--- src/rtl/localization_pkg.sv ---
// Shared types and constants for the localization chain: direction bins,
// the heading tracker state encoding and servo timing constants.
package localization_pkg;

  localparam int NUM_BINS = 16;

  typedef logic [3:0] bin_t;

  typedef enum logic [1:0] {
    IDLE   = 2'd0,
    UPDATE = 2'd1,
    SCAN   = 2'd2,
    DECIDE = 2'd3
  } trk_state_e;

  localparam int SERVO_FRAME_HZ = 50;
  localparam int SERVO_MIN_US   = 1000;
  localparam int SERVO_SPAN_US  = 1000;

endpackage

--- src/rtl/servo_pwm_gen.sv ---
// Hobby-servo PWM generator: 50 Hz frame, pulse width 1 ms + heading/16 ms.
// The pulse width is latched once per frame so a heading change never
// produces a truncated or stretched pulse. Used only when the build
// defines HEADING_TRACKER_SERVO_EN.
module servo_pwm_gen
  import localization_pkg::*;
#(
  parameter int CLK_FREQ_HZ = 100_000_000
) (
  input  logic clk_i,
  input  logic rst_i,
  input  logic en_i,
  input  bin_t heading_i,
  output logic pwm_o
);

  localparam int FRAME_CYC = CLK_FREQ_HZ / SERVO_FRAME_HZ;
  localparam int MIN_CYC   = CLK_FREQ_HZ / (1_000_000 / SERVO_MIN_US);
  localparam int SPAN_CYC  = CLK_FREQ_HZ / (1_000_000 / SERVO_SPAN_US);
  localparam int FW        = $clog2(FRAME_CYC);
  localparam logic [FW-1:0] FRAME_LAST = FW'(FRAME_CYC - 1);

  logic [FW-1:0] frame_q;
  logic [FW-1:0] width_q;
  logic          pwm_q;
  logic [31:0]   width_full;

  // heading/16 of the span; the multiply happens before the shift to keep precision
  assign width_full = 32'(MIN_CYC) + ((32'(heading_i) * 32'(SPAN_CYC)) >> 4);

  // Frame counter, per-frame width latch and pulse register
  always_ff @(posedge clk_i or posedge rst_i) begin
    if (rst_i) begin
      frame_q <= '0;
      width_q <= '0;
      pwm_q   <= 1'b0;
    end else begin
      if (frame_q == FRAME_LAST) begin
        frame_q <= '0;
        width_q <= FW'(width_full);
      end else begin
        frame_q <= frame_q + FW'(1);
      end
      pwm_q <= en_i && (frame_q < width_q);
    end
  end

  // Gate with enable so the output drops in the same cycle the heading is invalidated
  assign pwm_o = pwm_q & en_i;

endmodule

--- src/rtl/heading_tracker.sv ---
// Heading tracker: keeps a ring of the most recent direction bins and a
// per-bin histogram, runs a sequential argmax after every accepted bin and
// publishes a heading only once a bin reaches a majority. A previously
// published heading persists below majority (hysteresis).
// Optional build macro: HEADING_TRACKER_SERVO_EN adds servo_pwm_out.
module heading_tracker
  import localization_pkg::*;
#(
  parameter int HISTORY_DEPTH = 8,
  parameter int MAJORITY      = 5,
  parameter int CLK_FREQ_HZ   = 100_000_000
) (
  input  logic                             clk_in,
  input  logic                             rst_in,
  input  logic [4:0]                       bin_in,
  input  logic                             bin_valid_in,
  output logic                             bin_ready_out,
  input  logic                             clear_in,
  output logic [3:0]                       heading_out,
  output logic                             heading_valid_out,
  output logic                             heading_changed_out,
  output logic [$clog2(HISTORY_DEPTH+1)-1:0] confidence_out,
  output logic                             bin_error_out
`ifdef HEADING_TRACKER_SERVO_EN
  ,
  output logic                             servo_pwm_out
`endif
);

  localparam int CW = $clog2(HISTORY_DEPTH + 1);
  localparam int PW = (HISTORY_DEPTH > 1) ? $clog2(HISTORY_DEPTH) : 1;
  localparam logic [PW-1:0] PTR_LAST = PW'(HISTORY_DEPTH - 1);
  localparam logic [CW-1:0] FULL_CNT = CW'(HISTORY_DEPTH);
  localparam logic [CW-1:0] MAJ_CNT  = CW'(MAJORITY);

  trk_state_e    state_q, state_d;
  logic          ready_q;
  logic [4:0]    bin_q;
  bin_t          hist_q [HISTORY_DEPTH];
  logic [CW-1:0] cnt_q  [NUM_BINS];
  logic [CW-1:0] cnt_d  [NUM_BINS];
  logic [CW-1:0] fill_q;
  logic [PW-1:0] wptr_q;
  bin_t          scan_q;
  logic [CW-1:0] max_q;
  bin_t          idx_q;
  bin_t          heading_q;
  logic          hvalid_q;
  logic          changed_q;
  logic [CW-1:0] conf_q;
  logic          err_q;
  logic          hist_full;

  assign hist_full = (fill_q == FULL_CNT);

  // State register
  always_ff @(posedge clk_in or posedge rst_in) begin
    if (rst_in) state_q <= IDLE;
    else        state_q <= state_d;
  end

  // Next-state logic; clear overrides everything
  always_comb begin
    state_d = state_q;
    if (clear_in) begin
      state_d = IDLE;
    end else begin
      case (state_q)
        IDLE:    if (bin_valid_in && ready_q) state_d = UPDATE;
        UPDATE:  state_d = bin_q[4] ? IDLE : SCAN;
        SCAN:    if (scan_q == 4'hF) state_d = DECIDE;
        DECIDE:  state_d = IDLE;
        default: state_d = IDLE;
      endcase
    end
  end

  // Histogram update: add the new bin and, once full, retire the evicted one
  always_comb begin
    for (int b = 0; b < NUM_BINS; b++) begin
      cnt_d[b] = cnt_q[b];
    end
    if (state_q == UPDATE && !bin_q[4]) begin
      for (int b = 0; b < NUM_BINS; b++) begin
        cnt_d[b] = cnt_q[b]
                 + CW'(bin_q[3:0] == bin_t'(b))
                 - CW'(hist_full && (hist_q[wptr_q] == bin_t'(b)));
      end
    end
  end

  // Datapath and output registers for handshake, history, scan and decision
  always_ff @(posedge clk_in or posedge rst_in) begin
    if (rst_in) begin
      ready_q   <= 1'b0;
      bin_q     <= '0;
      fill_q    <= '0;
      wptr_q    <= '0;
      scan_q    <= '0;
      max_q     <= '0;
      idx_q     <= '0;
      heading_q <= '0;
      hvalid_q  <= 1'b0;
      changed_q <= 1'b0;
      conf_q    <= '0;
      err_q     <= 1'b0;
      for (int i = 0; i < HISTORY_DEPTH; i++) hist_q[i] <= '0;
      for (int b = 0; b < NUM_BINS; b++)      cnt_q[b]  <= '0;
    end else if (clear_in) begin
      ready_q   <= 1'b1;
      fill_q    <= '0;
      wptr_q    <= '0;
      hvalid_q  <= 1'b0;
      changed_q <= 1'b0;
      conf_q    <= '0;
      err_q     <= 1'b0;
      for (int i = 0; i < HISTORY_DEPTH; i++) hist_q[i] <= '0;
      for (int b = 0; b < NUM_BINS; b++)      cnt_q[b]  <= '0;
    end else begin
      changed_q <= 1'b0;
      case (state_q)
        IDLE: begin
          if (bin_valid_in && ready_q) begin
            bin_q   <= bin_in;
            ready_q <= 1'b0;
          end else begin
            ready_q <= 1'b1;
          end
        end
        UPDATE: begin
          if (bin_q[4]) begin
            err_q   <= 1'b1;
            ready_q <= 1'b1;
          end else begin
            hist_q[wptr_q] <= bin_q[3:0];
            wptr_q <= (wptr_q == PTR_LAST) ? '0 : wptr_q + PW'(1);
            if (!hist_full) fill_q <= fill_q + CW'(1);
            cnt_q  <= cnt_d;
            scan_q <= '0;
            max_q  <= '0;
            idx_q  <= '0;
          end
        end
        SCAN: begin
          // strict compare keeps the lowest index on ties
          if (cnt_q[scan_q] > max_q) begin
            max_q <= cnt_q[scan_q];
            idx_q <= scan_q;
          end
          scan_q <= scan_q + 4'd1;
        end
        DECIDE: begin
          conf_q <= max_q;
          if (max_q >= MAJ_CNT && (!hvalid_q || idx_q != heading_q)) begin
            heading_q <= idx_q;
            hvalid_q  <= 1'b1;
            changed_q <= 1'b1;
          end
          ready_q <= 1'b1;
        end
        default: ready_q <= 1'b0;
      endcase
    end
  end

  assign bin_ready_out       = ready_q & ~clear_in;
  assign heading_out         = heading_q;
  assign heading_valid_out   = hvalid_q;
  assign heading_changed_out = changed_q;
  assign confidence_out      = conf_q;
  assign bin_error_out       = err_q;

`ifdef HEADING_TRACKER_SERVO_EN
  servo_pwm_gen #(
    .CLK_FREQ_HZ (CLK_FREQ_HZ)
  ) u_servo (
    .clk_i     (clk_in),
    .rst_i     (rst_in),
    .en_i      (hvalid_q),
    .heading_i (heading_q),
    .pwm_o     (servo_pwm_out)
  );
`endif

endmodule

--- config.mk ---
export PLATFORM = sky130hd
export DESIGN_NAME = heading_tracker
export DESIGN_NICKNAME = d
export VERILOG_FILES = /design/src/rtl/localization_pkg.sv /design/src/rtl/servo_pwm_gen.sv /design/src/rtl/heading_tracker.sv
export SDC_FILE = /design/constraint.sdc
export NUM_CORES = 1
export LEC_CHECK = 0
export CAP_MARGIN = 15
export CELL_PAD_IN_SITES_DETAIL_PLACEMENT = 0
export CELL_PAD_IN_SITES_GLOBAL_PLACEMENT = 1
export CORE_UTILIZATION = 50
export CTS_BUF_LIST = sky130_fd_sc_hd__clkbuf_4
export DETAILED_ROUTE_END_ITERATION = 10
export PLACE_DENSITY = 0.85
export SLEW_MARGIN = 20
export SYNTH_ARGS = -nofsm -noshare
export SYNTH_HDL_FRONTEND = slang
export SYNTH_SLANG_ARGS = --single-unit
--- constraint.sdc ---
create_clock -name clk_in -period 5.1 [get_ports clk_in]
set_input_delay 1.02 -clock clk_in [delete_from_list [all_inputs] [get_ports clk_in]]
set_output_delay 1.02 -clock clk_in [all_outputs]
set_load 0.03 [all_outputs]
==> qor.csv, run 1 <==
metric;value;unit
outcome;finished clean;
DRC viols;0;
r2r startpoint;wptr_q[0]$_DFFE_PP0P_;
Post-Syn Area;8580;µm²
CP Launch Type;flop;
core area;16600;µm²
top cells by area, synth;dfrtp_1 39%, ha_1 11%, a21oi_1 5.4%;
number of buffers created by CTS;17;
met3 GRT Util;3.91;%
Area Growth Syn to Fin;8.01;%
critical path endpoint;cnt_q[63]$_DFFE_PP0P_;
CP Max Fanout;21;
Die Ht;133;µm
MaxCap Viol Count;0;
Layout fillers;1486;
Clk Latency, worst-skew pair;550;ps
H-tree Lvls;4;
Post-Route WL;18200;µm
Unique masters post-synth;52;
WL per Instance;16.1;µm
HP Class;reg2reg;
# diodes;0;
total grt overflow;0;
pin count of the biggest net entering global routing;84;
setup TNS;0;ps
Worst Setup SP;wptr_q[0]$_DFFE_PP0P_;
cell count after synthesis;898;
num rows;47;
critical path arrival;4330;ps
met1 Track Usage GR;32.2;%
Global Route Usage Sum;22.5;%
worst slew pin tran;939;ps
Via Count;6237;
share of layout cells above drive strength 1;8.58;%
clock buffer depth;2;
CTS clk-pin slew, worst paths;120;ps
Setup Fix Bufs, Post-CTS;0;
endpoints failing setup;0;
Tot Pwr;3.20;mW
cell with the most instances after synthesis;dfrtp_1;
Post-DP HPWL;12500;µm
GR peak layer;met2;
Post-Syn Nets;1000;
input/output buffers;20;
flops & latches, synth;134;
Yosys Warn Count;0;
fmax;259;MHz
number of cells after detailed placement;1097;
RSZ-0062 raised after global routing;no;
worst r2r dst;cnt_q[63]$_DFFE_PP0P_;
chip width;133;µm
global placement routability congestion;0.817;
initial core utilization;51.5;%
clock sink count;134;
r2r setup slk;1240;ps
DR iter-0 viols;417;
Post-DRT Antenna Nets;0;
met2 global-route usage;35.3;%
Worst Hold Slack;530;ps
final hold viol count;0;
final cell count without fillers;1129;
# nets final;998;
post-synth top area share;39.1;%
Crit. End Element;flop;
CTS tree;yes;
prevailing post-synth register cell;dfrtp_1;
initial antenna violation count;0;
dominant cell type by area after synthesis;dfrtp_1;
Final period util;75.7;%
Slew Viols, Final;0;
global-route wire length before repair;31200;µm
Lkg Pwr;3.97;nW
DR pass1 iterations;5;
number of global-route vias before repair;6092;
full die area;17700;µm²
Hold Crit Start;hist_q[11]$_DFFE_PP0P_;
syn_area_per_cell;9.55;µm²
post-synthesis sequential area ratio;39.1;%
maximum VDD drop;0.000224;V
Data required, critical path;5560;ps
CTS Hold Bufs;0;
clock skew;21.9;ps
I/O pins;21;
root buf cell;clkbuf_4;
Reg2Reg Depth;13;
Power Density;346;nW/µm²
Slew HR;37.1;%
critical path class;reg2reg;
CTS resizes;0;
async set-reset flop share out of synthesis;100;%
number of vias per cell;5.52;
post-route minimum period;3860;ps
utilization after layout;55.7;%
Post-synth EDFFs;0;
Post-synth top cells;134 x dfrtp_1, 120 x nand2_1, 92 x a21oi_1, 81 x inv_1, 77 x ha_1;
placed cells by master (no fill, tap or decap), types with 6 or more instances in the layout:
cell / count
a211oi_1: 17
ha_1: 77
nand2_1: 120
xor2_1: 19
clkdlybuf4s50_1: 19
mux2i_1: 24
nand3_1: 33
nor2b_1: 10
dfrtp_1: 134
o21ai_0: 24
a21o_1: 17
a22o_1: 8
fa_1: 16
nor3_1: 6
nor2_1: 64
clkbuf_4: 20
a21oi_1: 92
mux4_2: 20
xnor2_1: 19
buf_4: 9
inv_1: 80
or3_1: 18
mux2_2: 10
power breakdown:
part           leakage (nW)  switching (mW)  internal (mW)
sequential             1.85           0.214           1.18
clock                 0.182           0.410          0.456
combinational          1.95           0.567          0.376
total                  3.97            1.19           2.01
through the flow:
step	area, µm²	setup WS [ps]
3_5_place_dp	8910	1230
3_3_place_gp	8910	1300
2_1_floorplan	8580	497
5_1_grt	9260	925
6_report	9260	1240
4_1_cts	9260	1220
routing by layer:
layer	vias to the layer above	share of wire (%)
met5	-	0
li1	3072	-
met3	19	3.1
met1	3053	49
met4	0	1.2
met2	93	47
how the worst min path moves through the flow:
stage | endpoint | slack (ps) | cells past startpoint
final | hist_q[11]$_DFFE_PP0P_ | 530 | 2
after global routing | confidence_out[0]$_DFFE_PP0P_ | 550 | 2
after CTS | bin_error_out$_DFFE_PP0P_ | 530 | 2
after detailed placement | bin_error_out$_DFFE_PP0P_ | 500 | 2
after global placement | bin_error_out$_DFFE_PP0P_ | 480 | 2
after floorplan | hist_q[6]$_DFFE_PP0P_ | 480 | 2
worst max-delay path, cell delays in order (launching register included):
cell	delay, ps
dfrtp_1	820
nor2b_1	290
a22o_1	310
a221oi_2	520
nand2_1	210
nor2_1	220
ha_1	190
inv_1	70
ha_1	270
a21o_1	160
a21oi_1	190
xnor2_1	100
or3_1	300
a21oi_1	140
cell type report:
cell class	count	area [µm²]	share of cell area, %
Clock buffer	20	150	1.62
Tap cell	220	275	2.97
Clock inverter	12	200	2.16
Multi-Input combinational cell	634	4720	50.9
Timing Repair Buffer	28	258	2.78
Sequential cell	134	3350	36.2
Inverter	81	309	3.34
sequential cells by signal (all words and copies together), names as in the netlist:
register             cells
max_q                    4
fill_q                   4
state_q                  2
hist_q                  32
ready_q                  1
idx_q                    4
bin_error_out            1
heading_changed_out      1
scan_q                   4
heading_out              4
bin_q                    5
cnt_q                   64
heading_valid_out        1
confidence_out           4
wptr_q                   3
cell families after synthesis:
| family | after synthesis | share of synthesized area [%] |
|---|---|---|
| flops | 134 | 39.1 |
| compound gates | 175 | 12.2 |
| mux | 55 | 9.53 |
| xor+xnor | 38 | 3.88 |
| fa+ha+maj | 93 | 15.0 |
| simple gates | 273 | 14.3 |
| buf+inv | 130 | 5.98 |
(Power assumes the default switching activity.)
==> run 2, diff against run 1 <==
==> constraint.sdc (replaced) <==
create_clock -name clk_in -period 3.81 [get_ports clk_in]
set_input_delay 0.762 -clock clk_in [delete_from_list [all_inputs] [get_ports clk_in]]
set_output_delay 0.762 -clock clk_in [all_outputs]
set_load 0.03 [all_outputs]
==> run 2 against run 1 <==
Against the previous run: global-route usage increased by 0.16 points; cell count grew 0.97%; via count is essentially flat; largest cell class unchanged; power grew 32%; highest routed layer unchanged; sequential cell count unchanged; sequential power up 31%; maximum frequency is 8.3% higher; design area rose by 0.49%; non-clock buffer count up 10; worst setup slack worse by 990 ps.
==> qor.csv, run 2 (synthesis gave the netlist of run 1 again) <==
metric;value;unit
registers with the most flip-flops;cnt_q (64), hist_q (32), bin_q (5);
root buf cell;clkbuf_4;
RSZ-0062 raised after global routing;no;
clock buffer depth;2;
number of global-route vias before repair;6115;
max reg flops;64;
most frequent cells in the layout;132 x dfrtp_1, 120 x nand2_1, 92 x a21oi_1, 80 x inv_1, 77 x ha_1;
post-place instance area;8990;µm²
Post-Route WL;18300;µm
r2r setup slk;240;ps
Global Route Usage Sum;22.7;%
crit path buf inv count;1;
number of vias per cell;5.47;
Die Ht;133;µm
most common cell after layout, fill and taps aside;dfrtp_1;
CTS tree;yes;
maximum VDD drop;0.000326;V
cell family with most CP delay;simple AND/OR/NAND/NOR gates;
core area;16600;µm²
CP Max Fanout;16;
Data required, critical path;4280;ps
endpoints failing setup;0;
dpl ws;239;ps
worst path cell trace;mux2i_1, mux4_2, o211ai_2, or3_1, nor3_1, ha_1, inv_1, ha_1, a21o_1, a21oi_1, xnor2_1, or3_1, a21oi_1;
global-route wire length before repair;31600;µm
final hold viol count;0;
DRC viols;0;
HP Class;reg2reg;
worst slew pin tran;805;ps
Reg with most FFs;cnt_q;
pin count of the biggest net entering global routing;135;
met3 WL;512;µm
post-route minimum period;3570;ps
critical path class;reg2reg;
Area Growth Syn to Fin;8.54;%
I/O pins;21;
total grt overflow;0;
Worst path slowest cell;dfrtp_1;
design area;9310;µm²
clock skew;20.3;ps
DR pass1 iterations;5;
chip width;133;µm
CTS clk-pin slew, worst paths;130;ps
DR iter-0 viols;342;
MaxCap Viol Count;0;
WL per Instance;16.1;µm
# nets final;1008;
routed wl met2;8580;µm
initial antenna violation count;1;
top sig layer;met4;
Final period util;93.6;%
num rows;47;
critical path arrival;4040;ps
number of buffers created by CTS;17;
Crit. End Element;flop;
global placement routability congestion;0.824;
outcome;finished clean;
CP Launch Type;flop;
Clk Latency, worst-skew pair;550;ps
Slew Viols, Final;0;
Via Count;6233;
input/output buffers;20;
initial core utilization;51.5;%
fmax;280;MHz
full die area;17700;µm²
delay of the slowest critical-path stage;680;ps
utilization after layout;55.9;%
Post-DRT Antenna Nets;0;
Lkg Pwr;4.00;nW
final worst-path setup slack;245;ps
Layout fillers;1520;
clock sink count;134;
Power Density;454;nW/µm²
Post-DP HPWL;12800;µm
Slew HR;45.9;%
Tot Pwr;4.23;mW
met1 WL;8970;µm
H-tree Lvls;4;
setup TNS;0;ps
share of layout cells above drive strength 1;9.68;%
[run 2: cell types whose count changed in the layout (fill, tap and decap cells not counted), moves of 2 or more]
cell	previous run	this run
buf_4	9	18
bufinv_16	5	3
clkbuf_4	20	17
clkinv_4	1	3
dfrtp_1	134	132
dfrtp_2	0	2
[run 2: what timing repair did]
action                                  CTS  global route
endpoints found under the setup margin    0             7
resized for setup                         0             2
setup buffers                             0             1
hold buffers                              0             0
[run 2: through the flow]
step | cells | hold WS [ps]
CTS | 1138 | 512
finish | 1140 | 505
detailed placement | 1106 | 481
global route | 1140 | 521
global placement | 1106 | 478
floorplan | 898 | 480
[run 2: area by class of cell]
| cell class | count | area (µm²) | area share [%] |
|---|---|---|---|
| Multi-Input combinational cell | 634 | 4720 | 50.7 |
| Clock buffer | 17 | 128 | 1.37 |
| Sequential cell | 134 | 3360 | 36.1 |
| Timing Repair Buffer | 38 | 345 | 3.71 |
| Clock inverter | 15 | 176 | 1.90 |
| Tap cell | 220 | 275 | 2.96 |
| Inverter | 81 | 308 | 3.31 |
| Antenna cell | 1 | 2.50 | 0.0269 |
[run 2: final timing paths]
path,from,to,cells after the start
worst max-delay path,wptr_q[1]$_DFFE_PP0P_,cnt_q[51]$_DFFE_PP0P_,13
worst min-delay path,bin_error_out$_DFFE_PP0P_,bin_error_out$_DFFE_PP0P_,2
worst max register to register,wptr_q[1]$_DFFE_PP0P_,cnt_q[51]$_DFFE_PP0P_,13
worst min register to register,bin_error_out$_DFFE_PP0P_,bin_error_out$_DFFE_PP0P_,2
max in group asynchronous,rst_in,wptr_q[0]$_DFFE_PP0P_,3
min in group asynchronous,rst_in,cnt_q[62]$_DFFE_PP0P_,3
[run 2: power by group]
group	internal [mW]	switching (mW)	leakage (nW)	total [mW]
registers	1.58	0.238	1.84	1.82
logic	0.542	0.847	2.00	1.39
clock network	0.459	0.563	0.162	1.02
[run 2: metal layers]
metal  global-route usage (%)  vias up
li1                         -     3095
met1                     32.3     3025
met2                     35.5       93
met3                     4.29       20
met4                     5.94        0
met5                        0        -
[run 2: worst min-delay path, delay by kind of cell (launching register included)]
family,cells,cell delay [ps]
AND/OR/NAND/NOR,1,70
flip-flops,1,370
AO/OA/AOI/OAI,1,40
==> run 3, diff against run 2 <==
--- a/config.mk
+++ b/config.mk
@@ -5,13 +5,15 @@
 export SDC_FILE = /design/constraint.sdc
 export NUM_CORES = 1
 export LEC_CHECK = 0
-export CAP_MARGIN = 15
+export CAP_MARGIN = 20
 export CELL_PAD_IN_SITES_DETAIL_PLACEMENT = 0
 export CELL_PAD_IN_SITES_GLOBAL_PLACEMENT = 1
+export CORE_MARGIN = 8
 export CORE_UTILIZATION = 50
 export CTS_BUF_LIST = sky130_fd_sc_hd__clkbuf_4
 export DETAILED_ROUTE_END_ITERATION = 10
 export PLACE_DENSITY = 0.85
+export REMOVE_ABC_BUFFERS = 1
 export SLEW_MARGIN = 20
 export SYNTH_ARGS = -nofsm -noshare
 export SYNTH_HDL_FRONTEND = slang
==> run 3 against run 2 <==
Against the previous run: power up 1.3%; global-route usage fell by 3.9 points; die area grew 22%; via count is 3.3% higher; utilization fell by 1.1 points; combinational power about the same; clock skew shrank 5.1 ps; sequential share of layout area decreased by 0.17 points; clock power grew 5%.
==> qor.csv, run 3 (synthesis gave the netlist of run 1 again) <==
metric;value;unit
outcome;finished clean;
global placement routability congestion;0.809;
chip width;147;µm
Via Count;6438;
Clk Latency, worst-skew pair;560;ps
input/output buffers;20;
Data required, critical path;4280;ps
Post-DRT Antenna Nets;0;
post-route minimum period;3430;ps
Lkg Pwr;4.02;nW
Worst Hold Slack;499;ps
Worst Setup SP;wptr_q[0]$_DFFE_PP0P_;
most common cell after layout, fill and taps aside;dfrtp_1;
worst slew pin tran;823;ps
share of layout cells above drive strength 1;10.2;%
Final period util;90.0;%
Seq pwr share;42.3;%
number of cells after detailed placement;1117;
Post-Route WL;19400;µm
Area Growth Syn to Fin;9.07;%
Crit. End Element;flop;
Gate power share;32.7;%
root buf cell;clkbuf_4;
CTS clk-pin slew, worst paths;120;ps
CP Max Fanout;21;
initial core utilization;50.3;%
number of vias per cell;5.60;
Post-DP HPWL;13600;µm
# nets final;1013;
r2r setup slk;380;ps
DR iter-0 viols;519;
pin count of the biggest net entering global routing;75;
clock skew;15.2;ps
critical path class;reg2reg;
fmax;292;MHz
endpoints failing setup;0;
MaxCap Viol Count;0;
H-tree Lvls;4;
Reg2Reg Depth;13;
maximum VDD drop;0.000231;V
full die area;21600;µm²
Power Density;458;nW/µm²
initial antenna violation count;1;
WL per Instance;16.9;µm
clock sink count;134;
Global Route Usage Sum;18.7;%
switching power;1.63;mW
r2r startpoint;wptr_q[0]$_DFFE_PP0P_;
number of global-route vias before repair;6378;
clock buffer depth;2;
switching portion of total power;38.2;%
registers with the most flip-flops;cnt_q (64), hist_q (32), bin_q (5);
critical path arrival;3900;ps
I/O pins;21;
Slew HR;44.7;%
Reg with most FFs;cnt_q;
Slew Viols, Final;0;
num rows;48;
CTS Hold Bufs;0;
DR pass1 iterations;5;
Setup Fix Bufs, Post-CTS;0;
Pint;2.65;mW
HP Class;in2reg;
Hold Crit Depth;2;
Hold Crit Start;clear_in;
Die Ht;147;µm
final cell count without fillers;1150;
global-route wire length before repair;32600;µm
number of buffers created by CTS;17;
DRC viols;0;
core area;17100;µm²
most frequent cells in the layout;131 x dfrtp_1, 120 x nand2_1, 92 x a21oi_1, 80 x inv_1, 77 x ha_1;
RSZ-0062 raised after global routing;no;
max reg flops;64;
Clock power frac;25.0;%
CTS resizes;0;
CP Launch Type;flop;
final hold viol count;0;
total grt overflow;0;
CTS tree;yes;
-- run 3: final timing paths --
path                                        endpoint
setup reg to reg               cnt_q[63]$_DFFE_PP0P_
setup / recovery               cnt_q[63]$_DFFE_PP0P_
hold / removal                 cnt_q[35]$_DFFE_PP0P_
max in group asynchronous      wptr_q[1]$_DFFE_PP0P_
hold reg to reg            bin_error_out$_DFFE_PP0P_
min in group asynchronous      cnt_q[44]$_DFFE_PP0P_
-- run 3: worst max-delay path: stages (launching register included) --
cell,delay [ps]
dfrtp_2,570
nor2b_1,230
a22o_1,220
a221oi_2,530
nand2_1,210
nor2_1,210
ha_1,170
inv_1,60
ha_1,270
a21o_1,160
a21oi_1,180
xnor2_1,90
or3_1,310
a21oi_1,140
-- run 3: power by group through the flow --
| stage | registers, mW | clock network (mW) | logic, mW |
|---|---|---|---|
| floorplan | 1.79 | 0 | 0.955 |
| global placement | 1.84 | 0 | 1.38 |
| detailed placement | 1.84 | 0 | 1.40 |
| CTS | 1.81 | 1.10 | 1.41 |
| global route | 1.84 | 1.16 | 1.56 |
| finish | 1.81 | 1.07 | 1.40 |
-- run 3: per-stage QoR --
step	utilization [%]	setup TNS [ps]	instance area [µm²]	setup WS, ps	total power [mW]
finish	54.8	0	9350	383	4.28
global route	54.8	0	9350	80.8	4.57
CTS	54.8	0	9350	196	4.31
detailed placement	52.9	0	9030	221	3.24
global placement	52.9	0	9030	291	3.21
floorplan	-	-71660	8370	-535	2.75
-- run 3: cell type report --
class                           count  area [µm²]
Inverter                           81         309
Fill cell                        1585        7700
Timing Repair Buffer               43         370
Sequential cell                   134        3360
Clock buffer                       18         135
Clock inverter                     14         181
Multi-Input combinational cell    634        4720
Tap cell                          225         282
Antenna cell                        1        2.50
-- run 3: routing by layer --
metal  routed length [µm]  up-vias  track usage, %
li1                     -     3091               -
met1                 8990     3202            25.0
met2                 9370      123            30.2
met3                  788       22            3.94
met4                  250        0            5.61
met5                    0        -               0
